[config.mk]
export PLATFORM = sky130hd
export DESIGN_NAME = insn_sequencer
export DESIGN_NICKNAME = d
export VERILOG_FILES = /design/src/rtl/insn_sequencer.sv
export SDC_FILE = /design/constraint.sdc
export NUM_CORES = 1
export LEC_CHECK = 0
export ABC_AREA = 1
export BUFFER_PORTS_ARGS = -buffer_cell sky130_fd_sc_hd__buf_2
export CORE_MARGIN = 4
export CORE_UTILIZATION = 45
export DETAILED_ROUTE_END_ITERATION = 8
export PLACE_DENSITY = 0.76
export REMOVE_ABC_BUFFERS = 1
export SLEW_MARGIN = 40
export SYNTH_ARGS = -nofsm -noshare
export SYNTH_HDL_FRONTEND = slang
export SYNTH_SLANG_ARGS = --single-unit
[constraint.sdc]
create_clock -name clk -period 1.7 [get_ports clk]
set_clock_uncertainty 0.2 [all_clocks]
set_input_delay 0 -clock clk [delete_from_list [all_inputs] [get_ports clk]]
set_output_delay 0 -clock clk [all_outputs]
set_load 0.01 [all_outputs]
[src/rtl/insn_sequencer.sv]
// ----------------------------------------------------------------------------
// insn_sequencer
//   Multi-cycle control sequencer for the RV32I core. A single-clock FSM walks
//   each instruction through IDLE -> FETCH -> EXEC -> (MEM) -> WB and decodes
//   the datapath strobes and select lines combinationally from the state, the
//   latched instruction, the one-hot class code and the latched branch result.
//   Bus stalls longer than TIMEOUT cycles and illegal class codes or branch
//   conditions park the FSM in a sticky TRAP state until reset.
//
// Parameters
//   TIMEOUT : cycles mem_req may wait for mem_ready before trapping (0 = off)
//   RET_W   : width of the retired-instruction counter
//
// Ports
//   clk, rst_n            clock (rising edge), async active-low reset
//   mem_rdata, mem_ready  shared memory read data and completion handshake
//   code                  one-hot instruction class from the opcode decoder
//   EQ, LS, LU            ALU compare flags (equal, signed <, unsigned <)
//   ir                    latched instruction
//   mem_req, mem_we       memory request and store strobe
//   addr_sel              0 = PC drives the address, 1 = ALU result
//   pc_alu_sel            1 = PC is ALU operand A
//   sub_sra               ALU subtract / arithmetic shift select
//   pc_next_sel, pc_we    next-PC select (0 = PC+4, 1 = ALU) and PC strobe
//   rd_we                 register-file write strobe
//   trap, trap_cause      sticky fault flag and cause (01 illegal, 10 timeout)
//   retired               count of completed instructions (wraps)
// ----------------------------------------------------------------------------
module insn_sequencer #(
  parameter int TIMEOUT = 16,
  parameter int RET_W   = 32
) (
  input  logic             clk,
  input  logic             rst_n,
  input  logic [31:0]      mem_rdata,
  input  logic             mem_ready,
  input  logic [9:0]       code,
  input  logic             EQ,
  input  logic             LS,
  input  logic             LU,
  output logic [31:0]      ir,
  output logic             mem_req,
  output logic             mem_we,
  output logic             addr_sel,
  output logic             pc_alu_sel,
  output logic             sub_sra,
  output logic             pc_next_sel,
  output logic             pc_we,
  output logic             rd_we,
  output logic             trap,
  output logic [1:0]       trap_cause,
  output logic [RET_W-1:0] retired
);

  // Class bit positions inside code
  localparam int C_LUI    = 0;
  localparam int C_AUIPC  = 1;
  localparam int C_JAL    = 2;
  localparam int C_JALR   = 3;
  localparam int C_BRANCH = 4;
  localparam int C_LOAD   = 5;
  localparam int C_STORE  = 6;
  localparam int C_OP_IMM = 7;
  localparam int C_OP     = 8;
  localparam int C_SYSTEM = 9;

  // The wait counter only has to reach TIMEOUT-1: the cycle in which it holds
  // that value is the TIMEOUT-th waiting cycle.
  localparam bit TO_EN = (TIMEOUT > 32'sd0);
  localparam int CNT_W = (TIMEOUT > 32'sd1) ? $clog2(TIMEOUT) : 1;
  localparam logic [CNT_W-1:0] CNT_LAST = TO_EN ? CNT_W'(TIMEOUT - 32'sd1) : {CNT_W{1'b0}};

  localparam logic [1:0] CAUSE_ILLEGAL = 2'b01;
  localparam logic [1:0] CAUSE_TIMEOUT = 2'b10;

  typedef enum logic [2:0] {
    S_IDLE  = 3'd0,
    S_FETCH = 3'd1,
    S_EXEC  = 3'd2,
    S_MEM   = 3'd3,
    S_WB    = 3'd4,
    S_TRAP  = 3'd5
  } state_t;

  state_t            state_r;
  state_t            state_s;
  logic [31:0]       ir_r;
  logic              taken_r;
  logic              taken_s;
  logic              trap_r;
  logic [1:0]        cause_r;
  logic [1:0]        cause_s;
  logic [RET_W-1:0]  retired_r;
  logic [CNT_W-1:0]  cnt_r;
  logic [CNT_W-1:0]  cnt_s;
  logic              code_ok_s;
  logic [1:0]        br_s;
  logic              timeout_hit_s;

  // True when exactly one class bit is set
  function automatic logic is_onehot(input logic [9:0] v);
    return (v != 10'd0) && ((v & (v - 10'd1)) == 10'd0);
  endfunction

  // Branch condition from funct3: returns {legal, taken}
  function automatic logic [1:0] branch_eval(input logic [2:0] f3, input logic eq,
                                             input logic ls, input logic lu);
    logic [1:0] r;
    case (f3)
      3'b000:  r = {1'b1, eq};
      3'b001:  r = {1'b1, ~eq};
      3'b100:  r = {1'b1, ls};
      3'b101:  r = {1'b1, ~ls};
      3'b110:  r = {1'b1, lu};
      3'b111:  r = {1'b1, ~lu};
      default: r = 2'b00;
    endcase
    return r;
  endfunction

  // Decode helpers shared by the next-state and output logic
  always_comb begin
    code_ok_s     = is_onehot(code) && !code[C_SYSTEM];
    br_s          = branch_eval(ir_r[14:12], EQ, LS, LU);
    timeout_hit_s = TO_EN && (cnt_r == CNT_LAST);
  end

  // Next-state, fault cause and latched branch decision
  always_comb begin
    state_s = state_r;
    cause_s = 2'b00;
    taken_s = taken_r;
    case (state_r)
      S_IDLE: state_s = S_FETCH;
      S_FETCH: begin
        if (mem_ready) begin
          state_s = S_EXEC;
        end else if (timeout_hit_s) begin
          state_s = S_TRAP;
          cause_s = CAUSE_TIMEOUT;
        end else begin
          state_s = S_FETCH;
        end
      end
      S_EXEC: begin
        if (!code_ok_s) begin
          state_s = S_TRAP;
          cause_s = CAUSE_ILLEGAL;
        end else if (code[C_BRANCH]) begin
          if (br_s[1]) begin
            taken_s = br_s[0];
            state_s = S_WB;
          end else begin
            state_s = S_TRAP;
            cause_s = CAUSE_ILLEGAL;
          end
        end else begin
          taken_s = 1'b0;
          state_s = (code[C_LOAD] || code[C_STORE]) ? S_MEM : S_WB;
        end
      end
      S_MEM: begin
        if (mem_ready) begin
          state_s = S_WB;
        end else if (timeout_hit_s) begin
          state_s = S_TRAP;
          cause_s = CAUSE_TIMEOUT;
        end else begin
          state_s = S_MEM;
        end
      end
      S_WB:    state_s = S_FETCH;
      S_TRAP:  state_s = S_TRAP;
      default: state_s = S_IDLE;
    endcase
  end

  // Wait counter: restarts on any state change and on a completed handshake
  always_comb begin
    cnt_s = {CNT_W{1'b0}};
    if (!TO_EN || mem_ready || (state_s != state_r)) begin
      cnt_s = {CNT_W{1'b0}};
    end else if ((state_r == S_FETCH) || (state_r == S_MEM)) begin
      cnt_s = cnt_r + CNT_W'(1);
    end else begin
      cnt_s = {CNT_W{1'b0}};
    end
  end

  // State, instruction, fault and retire registers
  always_ff @(posedge clk or negedge rst_n) begin
    if (!rst_n) begin
      state_r   <= S_IDLE;
      ir_r      <= 32'd0;
      taken_r   <= 1'b0;
      trap_r    <= 1'b0;
      cause_r   <= 2'b00;
      retired_r <= {RET_W{1'b0}};
      cnt_r     <= {CNT_W{1'b0}};
    end else begin
      state_r <= state_s;
      taken_r <= taken_s;
      cnt_r   <= cnt_s;
      if ((state_r == S_FETCH) && mem_ready) begin
        ir_r <= mem_rdata;
      end
      // Cause is captured only on the entering transition so it stays sticky
      if ((state_s == S_TRAP) && (state_r != S_TRAP)) begin
        trap_r  <= 1'b1;
        cause_r <= cause_s;
      end
      if (state_r == S_WB) begin
        retired_r <= retired_r + RET_W'(1);
      end
    end
  end

  // Strobe and select decode
  always_comb begin
    mem_req     = 1'b0;
    mem_we      = 1'b0;
    addr_sel    = 1'b0;
    pc_alu_sel  = 1'b0;
    sub_sra     = 1'b0;
    pc_next_sel = 1'b0;
    pc_we       = 1'b0;
    rd_we       = 1'b0;
    case (state_r)
      S_FETCH: mem_req = 1'b1;
      S_EXEC: begin
        if (code_ok_s) begin
          pc_alu_sel = code[C_AUIPC];
          if (code[C_BRANCH]) begin
            sub_sra = 1'b1;
          end else if (code[C_OP]) begin
            sub_sra = ir_r[30];
          end else if (code[C_OP_IMM]) begin
            // Only SRAI/SRLI carry the shift-type bit in ir[30]
            sub_sra = ir_r[30] & (ir_r[14:12] == 3'b101);
          end else begin
            sub_sra = 1'b0;
          end
        end else begin
          pc_alu_sel = 1'b0;
          sub_sra    = 1'b0;
        end
      end
      S_MEM: begin
        mem_req  = 1'b1;
        addr_sel = 1'b1;
        mem_we   = code[C_STORE];
      end
      S_WB: begin
        pc_we       = 1'b1;
        pc_next_sel = code[C_JAL] | code[C_JALR] | (code[C_BRANCH] & taken_r);
        pc_alu_sel  = code[C_JAL] | code[C_BRANCH];
        rd_we       = (code[C_LUI] | code[C_AUIPC] | code[C_JAL] | code[C_JALR] |
                       code[C_LOAD] | code[C_OP_IMM] | code[C_OP]) &
                      (ir_r[11:7] != 5'd0);
      end
      S_IDLE:  mem_req = 1'b0;
      S_TRAP:  mem_req = 1'b0;
      default: mem_req = 1'b0;
    endcase
  end

  assign ir         = ir_r;
  assign trap       = trap_r;
  assign trap_cause = cause_r;
  assign retired    = retired_r;

endmodule
==> flow_summary.toml, run 1 <==
[synthesis]
synth_area_per_cell_um2 = 8.64
synth_cell_types = 33
synthFlopType = "dfrtp_1"
synth.most_common_cell = "nand2_1"
synth_edf_count = 0
synthArstFlopShare_pct = 100
ys_top_cells_by_count = "146 x nand2_1, 75 x dfrtp_1, 39 x nor2_1, 34 x inv_1, 21 x xor2_1"
syn_inst = 421
synth_seq_cells = 75
ys_seq_area_share_pct = 51.6
ys_warn_count = 0
yosysTopAreaCellShare_pct = 51.6
syn-cell-area_um2 = 3640
yosysTopAreaCell = "dfrtp_1"
ys_top_cells_by_area = "dfrtp_1 52%, nand2_1 15%, xor2_1 5.1%"

[layout]
fin_nets = 724
final_cell_count_no_fill = 781
syn2layout_area_growth_pct = 68.6
layout-drive-gt1-share_pct = 49.0
antenna_cells = 0

[drt]
firstDrtPassIters = 5
drtAntennaViolNets = 0
num_vias = 3955
vias_per_cell = 5.06
drc_errors = 0
dr.first_iter.drc_count = 196
finalWirelength_mm = 12.7
wl_per_cell_um = 16.3

[global_route]
grt_pass1_vias = 3848
grt_max_degree = 43
grt_overflow = 0
gr-usage-all-layers_pct = 22.9
antenna_found_initial = 0
grt_pass1_wl_mm = 18.0

[worst_setup_path]
path_class = "flip-flop to flip-flop"
crit_buf_inv = 1
cp_top_family = "simple AND/OR/NAND/NOR gates"
slowest_delay_ns = 0.41
cp_cell_sequence = "inv_2 -> nand3_4 -> nor2_4 -> nand2_4 -> nor3_4 -> nand4_4 -> nor2_4 -> nand3_2 -> xnor2_1"
rrSetupSlack_ns = -0.26
critPathArrivalTime_ns = 1.99
crit_fanout = 4
endpoint_kind = "flip-flop"
crit_path_start_kind = "flip-flop"
cpMaxStageDelayCell = "dfrtp_1"
critPathMostFrequentCell = "nor2_4"
cp.required_ns = 1.73

[placement]
numPlacedInstances = 697
dpl_worst_slack_ns = -0.130
dp_hpwl_mm = 7.47
gp_congestion = 0.958
portBuffers = 122

[outcome]
outcome = "finished with violations"
violations = "negative setup slack"

[pwr]
peakVddDrop_uv = 847
power_density_nw_per_um2 = 1230
leakage_nw = 3.33

[cts]
path_clk_slew_ns = 0.08
numCtsBuffers = 9
cts_sinks = 75
cts_tree = "done"
clockRootBuffer = "clkbuf_8"
clk_latency_ns = 0.35
clockBufferDepth = 2
cts_max_level = 3

[timing]
relSlewSlack_pct = 67.8
finalMaxSlewViolations = 0
hold_ws_ns = 0.106
hold_violations = 0
worst_slack_ns = -0.258
setup_viol = 65
min_period_ns = 1.96
rsz0062_at_grt = "yes"
fin_crit_sh_pct = 115
tightest_slew_ns = 0.480
max_freq_mhz = 511

[flow_run]
cap_violations = 0

[die]
start_util_pct = 46.6
dieArea_um2 = 9590
die_h_um = 97.9
num_io_pins = 123
design.core.area_um2 = 7810
num_rows = 32
die_w_um = 97.9

[worst_hold_path]
hold_class = "input port to flip-flop"
[routing by layer]
metal | part of all wire (%) | track usage (%) | up-vias
met1 | 39 | 28.0 | 1925
met2 | 52 | 38.6 | 166
met5 | 0 | 0 | -
li1 | - | - | 1830
met4 | 3.2 | 9.16 | 0
met3 | 5.8 | 6.07 | 34
[path summary, 6_finish.rpt]
path	to	cells past startpoint	start
min in group asynchronous	retired[10]	4	rst_n
hold / removal	state_r[1]	7	code[6]
max in group asynchronous	retired[3]	4	rst_n
setup / recovery	retired[25]	9	state_r[0]
setup reg to reg	retired[25]	9	state_r[0]
hold reg to reg	cnt_r[0]	1	cnt_r[0]
[repair_timing]
item	in CTS	in global routing
pin swaps	15	43
setup endpoints to repair	55	69
endpoints found under the hold margin	116	0
gates cloned	0	3
gates resized for setup	20	115
hold buffers	41	0
setup buffers	9	18
[layout by cell type, fill, tap and decap left out, types with 2 or more instances in the layout]
cell,netlist,final
clkbuf_16,0,2
a21oi_2,1,2
o21ai_1,2,3
nand2_1,146,100
inv_2,7,10
inv_1,34,29
dlygate4sd3_1,0,41
nor2_4,5,12
clkbuf_8,0,10
a21oi_1,5,4
xnor2_1,11,11
nor4_4,0,2
o21ai_2,0,2
nor2_1,39,28
buf_12,0,4
clkinvlp_4,0,2
buf_4,0,64
nand3_2,4,8
o21ai_0,9,6
xor2_1,21,20
nand4_4,2,3
nand2_2,3,37
nor3_4,2,4
buf_6,0,17
nand3_1,13,9
nor3_1,7,5
nand4_1,11,11
dfrtp_1,75,74
nand2_4,1,13
buf_2,4,120
nor2_2,3,7
clkbuf_1,3,2
[area by class of cell]
cell class	count	area, um^2
Tap cell	102	128
Timing Repair Buffer	249	1830
Clock buffer	12	145
Multi-Input combinational cell	298	1930
Fill cell	476	1670
Inverter	41	173
Clock inverter	4	50.0
Sequential cell	75	1880
[power breakdown]
| group | switching, W | internal [W] |
|---|---|---|
| logic | 0.00189 | 0.00163 |
| registers | 0.000381 | 0.00226 |
| clock network | 0.000676 | 0.000718 |
[tightest hold or removal path, cell delays in order]
cell	delay (ns)
buf_2	0.11
nand2_1	0.05
inv_1	0.06
a21oi_2	0.05
nand4_1	0.17
buf_4	0.13
nand2_1	0.04
[state kept, by name (all words and copies together) (netlist names)]
register and count:
ir 32, taken_r 1, cnt_r 4, state_r 3, retired 32, trap_cause 2
trap 1
[stage by stage]
stage	power, W	instance area, um^2	TNS [ns]	util, %
after floorplan	0.00375	3610	-36.84	-
after global placement	0.00488	4810	-0.241	61.6
after detailed placement	0.00498	4810	-1.73	61.6
after CTS	0.00660	5560	-4.62	71.2
after global routing	0.00796	6140	-10.48	78.6
final	0.00755	6140	-6.56	78.6
[kinds of logic (layout without fill, tap and decap cells)]
group / after synthesis / after routing / synth area share [%]
flops: 75 / 75 / 51.6
fa+ha+maj: 2 / 2 / 0.688
compound gates: 22 / 22 / 3.37
buf+inv: 48 / 306 / 5.09
simple gates: 242 / 242 / 31.6
xor+xnor: 32 / 32 / 7.70
No activity file was read; power rests on OpenSTA's default activity.
==> run 2: changes to the inputs <==
CORE_UTILIZATION = 47   (was 45)
CTS_BUF_LIST = sky130_fd_sc_hd__clkbuf_8   (was default)
PLACE_DENSITY = 0.78   (was 0.76)
==> run 2 against run 1 <==
- the run still ends with negative setup slack left
- core utilization down 1.1 points
- clock-buffer cell count shrank 2
- final cell count is 2.2% lower
- setup slack better by 0.020 ns
- critical path depth grew 1
- via count is 3.8% lower
- non-clock buffer count fell by 14
- power down 13%
- final area fell by 7.0%
- critical path type unchanged
- highest routed layer unchanged
==> flow_summary.toml, run 2 (same netlist as run 1, synthesis figures left out) <==
[drt]
drc_errors = 0
num_vias = 3804
drtAntennaViolNets = 0
vias_per_cell = 4.98
wl_per_cell_um = 14.8
firstDrtPassIters = 5
dr.first_iter.drc_count = 210
finalWirelength_mm = 11.3

[cts]
clockBufferDepth = 2
cts_max_level = 3
clockRootBuffer = "clkbuf_8"
path_clk_slew_ns = 0.08
cts_tree = "done"
clk_latency_ns = 0.35
cts_sinks = 75
numCtsBuffers = 9

[worst_hold_path]
hold_end = "taken_r"
hp-start = "code[4]"
hold_depth = 5
hold_class = "input port to flip-flop"

[outcome]
violations = "negative setup slack"
outcome = "finished with violations"

[die]
design.core.area_um2 = 7370
die_h_um = 96.0
dieArea_um2 = 9210
num_io_pins = 123
start_util_pct = 49.4
num_rows = 31
die_w_um = 96.0

[worst_setup_path]
cp_cell_sequence = "inv_2 -> nand3_4 -> nor2_4 -> nand2_4 -> buf_12 -> nor3_4 -> nand2_2 -> nor2_4 -> nand4_1 -> xnor2_1"
path_class = "flip-flop to flip-flop"
critPathMostFrequentCell = "nor2_4"
endpoint_kind = "flip-flop"
slowest_delay_ns = 0.41
crit_path_start_kind = "flip-flop"
regToRegStartpoint = "state_r[0]"
cpMaxStageDelayCell = "dfrtp_1"
rrSetupSlack_ns = -0.24
cp.required_ns = 1.74
r2r_cells = 10
r2r-end = "retired[31]"
crit_fanout = 4
critPathArrivalTime_ns = 1.98

[pwr]
power.total_w = 0.00656
share_seq_of_total_power_pct = 39.5
p_int_w = 0.00401
sw_frac_of_total_pct = 38.9
clockPowerShare_pct = 19.1
leakage_nw = 3.11
peakVddDrop_uv = 887
power_density_nw_per_um2 = 1150
power_frac_comb_pct = 41.4
netSwitchingPower_w = 0.00255

[flow_run]
cap_violations = 0

[global_route]
grt_overflow = 0
grt_pass1_wl_mm = 17.8
antenna_found_initial = 0
grt_pass1_vias = 3849
grt_max_degree = 40
gr-usage-all-layers_pct = 25.0

[layout]
layout-drive-gt1-share_pct = 41.4
layout_common_cells = "140 x nand2_1, 121 x buf_2, 74 x dfrtp_1"
antenna_cells = 0
syn2layout_area_growth_pct = 56.9
mostFrequentLayoutCell = "nand2_1"
fin_nets = 710
post-route-util_pct = 77.5
final_cell_count_no_fill = 764

[timing]
finalMaxSlewViolations = 0
fin_crit_sh_pct = 114
min_period_ns = 1.94
hold_violations = 0
max_freq_mhz = 516
worst_slack_ns = -0.238
tightest_slew_ns = 0.528
setup_viol = 64
rsz0062_at_grt = "yes"
relSlewSlack_pct = 64.8

[placement]
portBuffers = 122
gp_congestion = 0.847
numPlacedInstances = 692
dp_hpwl_mm = 7.44
dpl_worst_slack_ns = -0.131
## run 2: changes by cell type in the layout (fill, tap and decap cells not counted), moves of 3 or more
| cell | before | now |
|---|---|---|
| buf_6 | 17 | 8 |
| nand2_1 | 100 | 140 |
| nand2_2 | 37 | 9 |
| inv_1 | 29 | 32 |
| nor2_1 | 28 | 31 |
| nand2_4 | 13 | 1 |
## run 2: area by class of cell
| cell class | instances | area, um^2 |
|---|---|---|
| Sequential cell | 75 | 1880 |
| Multi-Input combinational cell | 298 | 1730 |
| Fill cell | 485 | 1660 |
| Timing Repair Buffer | 235 | 1640 |
| Inverter | 41 | 154 |
| Clock buffer | 10 | 138 |
| Tap cell | 99 | 124 |
| Clock inverter | 6 | 41.3 |
## run 2: what timing repair did
item,in CTS,in global routing
hold buffers,40,0
pin swaps,10,12
buffers inserted,8,10
endpoints found under the setup margin,57,69
gates resized for setup,25,28
endpoints found under the hold margin,116,0
## run 2: layer usage
metal / routed length (um) / global-route usage (%) / up-vias
met5: 0 / 0 / -
met4: 222 / 9.72 / 0
met3: 705 / 5.00 / 24
met2: 5930 / 42.9 / 140
met1: 4480 / 31.0 / 1837
li1: - / - / 1803
## run 2: power by group through the flow
stage               clock network (W)  logic, W  registers [W]
finish                        0.00125   0.00271        0.00259
global route                  0.00136   0.00297        0.00264
CTS                           0.00127   0.00260        0.00258
detailed placement                  0   0.00239        0.00259
global placement                    0   0.00229        0.00258
floorplan                           0  0.000959        0.00279
## run 2: through the flow
step / hold WS [ns] / instance area, um^2 / TNS (ns)
finish: 0.0363 / 5710 / -7.22
global route: 0.0716 / 5710 / -12.39
CTS: 0.0182 / 5530 / -3.67
detailed placement: -0.190 / 4800 / -3.87
global placement: -0.194 / 4800 / -2.11
floorplan: -0.496 / 3610 / -36.84
## run 2: worst max path at each step
stage / from / endpoint / cells after the start
after floorplan: state_r[2] / ir[0] / 6
after global placement: state_r[2] / ir[13] / 6
after detailed placement: retired[0] / retired[28] / 9
after CTS: state_r[2] / sub_sra / 5
after global routing: state_r[0] / retired[31] / 10
final: state_r[0] / retired[31] / 10
## run 2: critical path, delay by kind of cell, from the launching register on
| kind | cells | cell delay [ns] |
|---|---|---|
| and+or+nand+nor | 7 | 0.85 |
| DFF | 1 | 0.41 |
| buffers and inverters | 2 | 0.23 |
| xor gates and xnor gates | 1 | 0.14 |
==> run 3: changes to the inputs <==
ABC_AREA = default   (was 1)
CORE_UTILIZATION = 46   (was 47)
==> run 3 against run 2 <==
- the run still ends with negative setup slack left
- maximum frequency is 13% lower
- flip-flop and latch count stayed put
- via count is 2.6% lower
- setup slack worse by 0.28 ns
- clock-buffer cell count stayed put
- routed wire length is 29% higher
- sequential power is 7% higher
- highest routed layer unchanged
- final area is 6.9% higher
- critical endpoint is now sub_sra
- die area is 4.8% lower
- final cell count is 14% lower
- power is 22% higher
- core utilization is 10 points higher
==> flow_summary.toml, run 3 <==
[outcome]
outcome = "finished with violations"
violations = "negative setup slack"

[synthesis]
synth-simple-area-share_pct = 16.1
synth_edf_count = 0
synth.most_common_cell = "dfrtp_1"
synthFlopType = "dfrtp_1"
synthAdderAreaFrac_pct = 1.04
synth_mux_area_share_pct = 11.0
yosysTopAreaCell = "dfrtp_1"
ys_seq_area_share_pct = 55.6
syn_inst = 289
synth_compound_area_share_pct = 5.90
synth_cell_types = 45
yosysTopAreaCellShare_pct = 55.6
synth_seq_cells = 75
synthArstFlopShare_pct = 100
ys_warn_count = 0
synth_top_family_by_area = "simple AND/OR/NAND/NOR gates"
ys_top_cells_by_area = "dfrtp_1 56%, mux2_2 11%, xnor2_1 5.7%"
synth_xor_area_share_pct = 9.08
syn-cell-area_um2 = 3370
synth_area_per_cell_um2 = 11.7
ys_top_cells_by_count = "75 x dfrtp_1, 32 x mux2_2, 25 x nand2_1, 22 x nor2_1, 22 x xnor2_1"

[timing]
hold_violations = 0
tightest_slew_ns = 0.530
relSlewSlack_pct = 64.7
finalSetupTns_ns = -25.94
max_freq_mhz = 451
hold_ws_ns = 0.0571
worst_slack_ns = -0.516
finalMaxSlewViolations = 0
fin_crit_sh_pct = 130
rsz0062_at_grt = "yes"
setup_viol = 77
min_period_ns = 2.22

[cts]
clockRootBuffer = "clkbuf_8"
numCtsBuffers = 9
cts_tree = "done"
clockBufferDepth = 2
cts_max_level = 3
cts_sinks = 75
clk_latency_ns = 0.35
path_clk_slew_ns = 0.09

[worst_hold_path]
hold_class = "input port to flip-flop"

[layout]
regArea_um2 = 1880
fin_nets = 606
layout-drive-gt1-share_pct = 59.6
n_fill_cell = 301
layout_common_cells = "115 x buf_2, 75 x buf_4, 74 x dfrtp_1"
syn2layout_area_growth_pct = 80.8
final_cell_count_no_fill = 655
multi_input_area_um2 = 1950
antenna_cells = 0
mostFrequentLayoutCell = "buf_2"

[drt]
num_vias = 3704
dr.first_iter.drc_count = 256
vias_per_cell = 5.65
drtAntennaViolNets = 0
firstDrtPassIters = 5
finalWirelength_mm = 14.6
wl_per_cell_um = 22.3
drc_errors = 0

[worst_setup_path]
critPathArrivalTime_ns = 2.02
path_class = "input port to primary output"
cp.required_ns = 1.50
endpoint_kind = "primary output"
crit_fanout = 3
crit_path_start_kind = "input port"

[global_route]
grt_pass1_wl_mm = 19.6
grt_pass1_vias = 3698
grt_overflow = 0
gr-usage-all-layers_pct = 29.3
grt_max_degree = 41
antenna_found_initial = 0

[pwr]
power_density_nw_per_um2 = 1310
leakage_nw = 3.10
peakVddDrop_uv = 1080
power.total_w = 0.00798

[placement]
gp_congestion = 0.883
portBuffers = 122
dpl_worst_slack_ns = -0.642
dp_hpwl_mm = 6.72
numPlacedInstances = 569

[die]
num_rows = 30
dieArea_um2 = 8770
design.core.area_um2 = 6940
start_util_pct = 48.6
num_io_pins = 123
die_w_um = 93.7
die_h_um = 93.7

[flow_run]
cap_violations = 0
[run 3: changes by cell type after synthesis, moves of 5 or more]
cell and change:
inv_1 -30, xor2_1 -8, nor2_4 -5, nand2_1 -121, mux2_2 +32, inv_2 -7
xnor2_1 +11, nor2_1 -17
[run 3: final timing paths]
path	slack (ns)	endpoint	cells past startpoint	startpoint
hold reg to reg	0.26	trap	1	trap
max in group asynchronous	0.18	ir[5]	4	rst_n
hold / removal	0.06	taken_r	7	LU
setup / recovery	-0.52	sub_sra	7	code[2]
setup reg to reg	-0.51	retired[18]	8	state_r[1]
min in group asynchronous	0.50	retired[28]	3	rst_n
[run 3: critical path: stages]
cell	delay, ns
buf_6	0.10
or4_4	0.56
o21ai_0	0.26
nand4b_1	0.25
a2111o_1	0.53
nor2_1	0.15
buf_2	0.16
[run 3: cell families after synthesis]
kind of cell    count (synthesis)
fa+ha+maj                       3
buf+inv                        11
mux                            33
compound gates                 29
simple gates                  103
flops                          75
xor+xnor                       35
[run 3: through the flow]
| stage | util (%) | area [um^2] |
|---|---|---|
| global route | 87.9 | 6100 |
| global placement | 66.4 | 4610 |
| floorplan | - | 3340 |
| finish | 87.9 | 6100 |
| CTS | 83.6 | 5810 |
| detailed placement | 66.4 | 4610 |
[run 3: cell type report]
cell class / instances / share of cell area, %
inverter: 4 / 0.246
sequential: 75 / 30.8
clock inverter: 4 / 0.349
timing repair buffer: 263 / 32.5
multi-input combinational: 203 / 31.9
tap: 96 / 1.97
clock buffer: 10 / 2.26
[run 3: metal layers]
| metal | wire (um) | GRT usage, % | up-vias |
|---|---|---|---|
| met4 | 1000 | 14.0 | 0 |
| li1 | - | - | 1552 |
| met2 | 7500 | 51.4 | 233 |
| met5 | 0 | 0 | - |
| met1 | 5160 | 34.5 | 1832 |
| met3 | 978 | 5.37 | 87 |
[run 3: what timing repair did]
item | in CTS | in global routing
gates resized for setup | 95 | 64
setup buffers | 24 | 16
pin swaps | 23 | 47
cloned | 4 | 0
hold endpoints to repair | 113 | 0
hold buffers | 38 | 0
endpoints found under the setup margin | 72 | 77
[run 3: power by group]
group | switching [W] | internal, W
Combinational | 0.00173 | 0.00227
Clock | 0.000674 | 0.000545
Sequential | 0.000455 | 0.00230
